## src/rtl/glitch_sweep_sched.sv

```systemverilog
// Sweep scheduler stepping a (delay, width) grid, one glitch attempt per point.
// Optional build macro GLITCH_SWEEP_STOP_ON_HIT_EN ends the sweep on the first fault.
module glitch_sweep_sched #(
   parameter int DELAY_W    = 32,
   parameter int WIDTH_W    = 16,
   parameter int DELAY_MIN  = 10,
   parameter int DELAY_MAX  = 12,
   parameter int DELAY_STEP = 1,
   parameter int WIDTH_MIN  = 2,
   parameter int WIDTH_MAX  = 3,
   parameter int WIDTH_STEP = 1,
   parameter int COOLDOWN   = 4
) (
   input  logic               clk,
   input  logic               rst,
   input  logic               sweep_start,
   input  logic               sweep_abort,
   input  logic               target_trigger,
   input  logic               target_fault,
   input  logic               gen_done,
   output logic               gen_start,
   output logic [DELAY_W-1:0] glitch_delay,
   output logic [WIDTH_W-1:0] glitch_width,
   output logic               arm,
   output logic               busy,
   output logic               sweep_done,
   output logic               hit,
   output logic [DELAY_W-1:0] hit_delay,
   output logic [WIDTH_W-1:0] hit_width,
   output logic [15:0]        attempt_count
);

   localparam logic [DELAY_W-1:0] D_MIN_V  = DELAY_W'(DELAY_MIN);
   localparam logic [DELAY_W:0]   D_MAX_X  = (DELAY_W+1)'(DELAY_MAX);
   localparam logic [DELAY_W:0]   D_STEP_X = (DELAY_W+1)'(DELAY_STEP);
   localparam logic [WIDTH_W-1:0] W_MIN_V  = WIDTH_W'(WIDTH_MIN);
   localparam logic [WIDTH_W:0]   W_MAX_X  = (WIDTH_W+1)'(WIDTH_MAX);
   localparam logic [WIDTH_W:0]   W_STEP_X = (WIDTH_W+1)'(WIDTH_STEP);
   localparam int                 CNT_W    = (COOLDOWN > 1) ? $clog2(COOLDOWN) : 1;
   localparam logic [CNT_W-1:0]   CNT_LAST = CNT_W'(COOLDOWN - 1);

   typedef enum logic [2:0] {
      S_IDLE,
      S_ARM,
      S_FIRE,
      S_WAIT_DONE,
      S_COOLDOWN,
      S_STEP,
      S_FINISH
   } state_t;

   state_t             state;
   logic               trig_prev;
   logic               fire_q;
   logic [CNT_W-1:0]   cool_cnt;
   logic [WIDTH_W:0]   width_inc;
   logic [DELAY_W:0]   delay_inc;

   // One bit of headroom so the overflow test can never wrap back into range.
   assign width_inc = {1'b0, glitch_width} + W_STEP_X;
   assign delay_inc = {1'b0, glitch_delay} + D_STEP_X;

   // An abort arriving in the fire cycle must still keep the strobe off the generator.
   assign gen_start = fire_q & ~sweep_abort;

   always_ff @(posedge clk) begin
      if (rst) begin
         state         <= S_IDLE;
         trig_prev     <= 1'b0;
         fire_q        <= 1'b0;
         cool_cnt      <= '0;
         arm           <= 1'b0;
         busy          <= 1'b0;
         sweep_done    <= 1'b0;
         hit           <= 1'b0;
         hit_delay     <= '0;
         hit_width     <= '0;
         attempt_count <= '0;
         glitch_delay  <= D_MIN_V;
         glitch_width  <= W_MIN_V;
      end else begin
         trig_prev <= target_trigger;
         if (sweep_abort) begin
            state      <= S_IDLE;
            fire_q     <= 1'b0;
            arm        <= 1'b0;
            busy       <= 1'b0;
            sweep_done <= 1'b0;
         end else begin
            case (state)
               S_IDLE: begin
                  if (sweep_start) begin
                     glitch_delay  <= D_MIN_V;
                     glitch_width  <= W_MIN_V;
                     hit           <= 1'b0;
                     hit_delay     <= '0;
                     hit_width     <= '0;
                     attempt_count <= '0;
                     busy          <= 1'b1;
                     arm           <= 1'b1;
                     state         <= S_ARM;
                  end
               end
               S_ARM: begin
                  if (target_trigger && !trig_prev) begin
                     arm    <= 1'b0;
                     fire_q <= 1'b1;
                     state  <= S_FIRE;
                  end
               end
               S_FIRE: begin
                  fire_q <= 1'b0;
                  state  <= S_WAIT_DONE;
               end
               S_WAIT_DONE: begin
                  if (gen_done) begin
                     cool_cnt <= '0;
                     state    <= S_COOLDOWN;
                  end
               end
               S_COOLDOWN: begin
                  if (cool_cnt == CNT_LAST) begin
                     if (target_fault && !hit) begin
                        hit       <= 1'b1;
                        hit_delay <= glitch_delay;
                        hit_width <= glitch_width;
                     end
`ifdef GLITCH_SWEEP_STOP_ON_HIT_EN
                     if (target_fault) begin
                        if (attempt_count != 16'hFFFF)
                           attempt_count <= attempt_count + 16'd1;
                        sweep_done <= 1'b1;
                        busy       <= 1'b0;
                        state      <= S_FINISH;
                     end else begin
                        state <= S_STEP;
                     end
`else
                     state <= S_STEP;
`endif
                  end else begin
                     cool_cnt <= cool_cnt + 1'b1;
                  end
               end
               S_STEP: begin
                  if (attempt_count != 16'hFFFF)
                     attempt_count <= attempt_count + 16'd1;
                  // Width is the inner loop; the last grid point is kept on finish.
                  if (width_inc > W_MAX_X) begin
                     if (delay_inc > D_MAX_X) begin
                        sweep_done <= 1'b1;
                        busy       <= 1'b0;
                        state      <= S_FINISH;
                     end else begin
                        glitch_delay <= delay_inc[DELAY_W-1:0];
                        glitch_width <= W_MIN_V;
                        arm          <= 1'b1;
                        state        <= S_ARM;
                     end
                  end else begin
                     glitch_width <= width_inc[WIDTH_W-1:0];
                     arm          <= 1'b1;
                     state        <= S_ARM;
                  end
               end
               S_FINISH: begin
                  sweep_done <= 1'b0;
                  state      <= S_IDLE;
               end
               default: begin
                  state <= S_IDLE;
               end
            endcase
         end
      end
   end

endmodule
```

## config.mk

```make
export PLATFORM = sky130hd
export DESIGN_NAME = glitch_sweep_sched
export DESIGN_NICKNAME = d
export VERILOG_FILES = /design/src/rtl/glitch_sweep_sched.sv
export SDC_FILE = /design/constraint.sdc
export NUM_CORES = 1
export LEC_CHECK = 0
export CORE_ASPECT_RATIO = 1.1
export CORE_UTILIZATION = 30
export DETAILED_ROUTE_END_ITERATION = 8
export HOLD_SLACK_MARGIN = 0.06
export MAX_ROUTING_LAYER = met4
export PLACE_DENSITY_LB_ADDON = 0.25
export SYNTH_ARGS = -nofsm -noshare
export SYNTH_HDL_FRONTEND = slang
export SYNTH_SLANG_ARGS = --single-unit
```

## constraint.sdc

```tcl
create_clock -name clk -period 3.7 [get_ports clk]
set_clock_uncertainty 0.1 [all_clocks]
set_input_delay 0.555 -clock clk [delete_from_list [all_inputs] [get_ports clk]]
set_output_delay 0.555 -clock clk [all_outputs]
set_load 0.02 [all_outputs]
```

==> reports/metrics.yaml <==
run_status:
  outcome: "complete, no violations"
drt:
  via_per_inst: 4.98
  via_count: 5058
  finalWirelength_mm: 15.4
  post_drt_wl_per_cell_um: 15.1
  drtIter0Drc: 240
  antenna_left: 0
  drc: 0
  firstDrtPassIters: 5
cells_and_area:
  fin_util_pct: 42.5
  diodes: 0
  regArea_um2: 2460
  final_layout_size_suffix_gt1_share_pct: 7.85
  area_delta_synth_final_pct: 38.1
  finalNonFillerCells: 1015
  final_nets: 779
  multi_input_area_um2: 2840
  nFillCells: 1787
worst_setup_path:
  cp-end-kind: "flip-flop"
  crit_path_max_incr_delay_ns: 0.48
  path_max_fanout: 17
  critPathSlowestCell: "or3_1"
  startpoint_type: "flip-flop"
  regToRegSetupSlack_ns: 0.30
  required_ns: 3.90
  path_cells: "ha_1 > nand3_1 > or3_1 > nor3_1 > mux2_1 > nor4_2 > and3_4 > a21oi_2 > buf_4 > mux2_4"
  critPathArrivalTime_ns: 3.60
  crit_type: "flip-flop to flip-flop"
logic_synthesis:
  synth_compound_area_share_pct: 13.2
  ys_seq_elements: 123
  synthMuxAreaShare_pct: 1.39
  synth-edff-count: 0
  ys.flop_type: "dfxtp_1"
  synth_top_cell_by_area: "dfxtp_1"
  seq_area_frac_synth_pct: 45.0
  ys_warn_count: 0
  synth_xor_xnor_area_share_pct: 3.20
  syn_nets: 663
  syn_area_per_cell_um2: 8.42
  synth_simple_gate_area_share_pct: 32.2
  synthCells: 650
  yosysTopAreaCellShare_pct: 45.0
  syn_area_um2: 5470
  synth_fa_ha_area_share_pct: 1.37
  yosys-top-cells-area: "dfxtp_1, a21oi_1, nand3_1"
  synth_top_family_by_area: "simple AND/OR/NAND/NOR gates"
  async_flop_share_pct: 0
  yosys.cell_types.count: 67
die:
  rows: 51
  fp.dieH_um: 144
  initial_core_util_pct: 30.7
  die_x_um: 131
  core-area_um2: 17800
  die_area_um2: 18800
  boundaryPins: 124
power:
  power_leakage_nw: 2.58
  power_mw: 3.11
  powerDensity_nw_per_um2: 411
  vdd_drop_max_uv: 284
sta:
  hold_viol: 0
  setup_violations: 0
  max_freq_mhz: 294
  relSlewSlack_pct: 44.5
  finalSetupTns_ns: 0
  grt_setup_unrepaired: "no"
  holdWs_ns: 0.346
  drv_slew: 0
  period_needed_ns: 3.40
  fin_crit_sh_pct: 92.0
  worstMarginPinSlew_ns: 0.832
global_routing:
  grt_pass1_wl_mm: 24.9
  grt_max_degree: 76
  track_usage_pct: 17.7
  grt_overflow: 0
  first_global_vias: 4875
  antenna_found_initial: 0
cts:
  cts_setup_buffers: 0
  numCtsBuffers: 17
  clockRootBuffer: "clkbuf_16"
  cts_hold_buf: 0
  cts_sinks: 123
  cts.path.max_buffers: 2
  cts_htree_levels: 4
  cts_tree: "done"
  cts_resized: 0
  clkTransAtPathRegs_ns: 0.05
  insertion_delay_ns: 0.42
run:
  max_cap_viol_count: 0
place:
  io_buffers: 123
  dpl.cell_count: 985
  place.gp.congestion: 0.818
  hpwl_mm: 10.6
hold_path:
  hp-class: "flip-flop to flip-flop"
stage by stage:
| step | setup WS, ns | area (um2) |
|---|---|---|
| 2_1_floorplan | 0.493 | 5470 |
| 3_3_place_gp | 0.430 | 6970 |
| 3_5_place_dp | 0.309 | 6970 |
| 4_1_cts | 0.300 | 7560 |
| 5_1_grt | 0.0857 | 7560 |
| 6_report | 0.296 | 7560 |
cells in the mapped netlist, drive strengths merged, types with 3 or more instances:
| cell type | n |
|---|---|
| a31oi | 4 |
| and3 | 5 |
| xor2 | 10 |
| a21oi | 76 |
| nand2b | 6 |
| dfxtp | 123 |
| xnor2 | 10 |
| nor2 | 35 |
| and3b | 3 |
| a311oi | 4 |
| or2 | 7 |
| nand3 | 70 |
| buf | 11 |
| clkbuf | 29 |
| o21ai | 14 |
| ha | 6 |
| o31ai | 4 |
| nor4 | 8 |
| mux2i | 5 |
| nor4b | 3 |
| nand4 | 12 |
| nand2 | 83 |
| nor3b | 18 |
| or3 | 9 |
| nor2b | 8 |
| and2 | 31 |
| inv | 7 |
| nor3 | 16 |
state kept, by name, summed over array words and instances (netlist names):
name / count
arm: 1
attempt_count: 16
busy: 1
cool_cnt: 2
fire_q: 1
glitch_delay: 32
glitch_width: 16
hit: 1
hit_delay: 32
hit_width: 16
state: 3
sweep_done: 1
trig_prev: 1
critical path, delay by kind of cell (launching register included):
| kind | cells | cell delay [ns] |
|---|---|---|
| and+or+nand+nor | 5 | 1.56 |
| muxes | 2 | 0.62 |
| DFF | 1 | 0.46 |
| adders and majority gates | 1 | 0.28 |
| buffers and inverters | 1 | 0.19 |
| AOI/OAI and AO/OA | 1 | 0.07 |
cells by family (layout without fill, tap and decap cells):
group,count (synthesis),in the layout
DFF,123,123
adders and majority gates,6,6
muxes,7,7
xor gates and xnor gates,20,20
AOI/OAI and AO/OA,122,122
buffers and inverters,47,174
and+or+nand+nor,325,325
where the power goes:
group | internal (mW) | switching [mW] | leakage (nW)
sequential | 1.33 | 0.00391 | 0.991
combinational | 0.0276 | 0.0676 | 1.31
clock | 1.10 | 0.578 | 0.285
total | 2.46 | 0.649 | 2.58
path summary, 6_finish.rpt:
check,from,end,cells past startpoint
worst max-delay path,glitch_delay[1],glitch_delay[0],10
worst min-delay path,hit_delay[4],hit_delay[4],2
worst max register to register,glitch_delay[1],glitch_delay[0],10
worst min register to register,hit_delay[4],hit_delay[4],2
layout by cell type (no fill, tap or decap), drive strengths merged, types with 9 or more instances in the layout:
cell type and n:
dfxtp 123, clkdlybuf4s50 122, nand2 83, a21oi 76, nand3 70, nor2 35
and2 31, clkbuf 23, nor3b 18, nor3 16, buf 15, o21ai 14
nand4 12, xor2 10, xnor2 10, or3 9
layer usage:
metal  track usage [%]  share of wire, %  up-vias
li1                  -                 -     2534
met1              21.5                47     2398
met2              28.2                48      110
met3              4.99               4.6       16
met4              5.26              0.81        0
met5                 -                 0        -
cell type report:
type | instances | share of cell area, %
multi-input combinational | 480 | 37.5
clock buffer | 23 | 6.32
sequential | 123 | 32.6
inverter | 7 | 0.348
clock inverter | 7 | 1.52
timing repair buffer | 137 | 17.8
tap | 238 | 3.94
(Power assumes the default switching activity.)
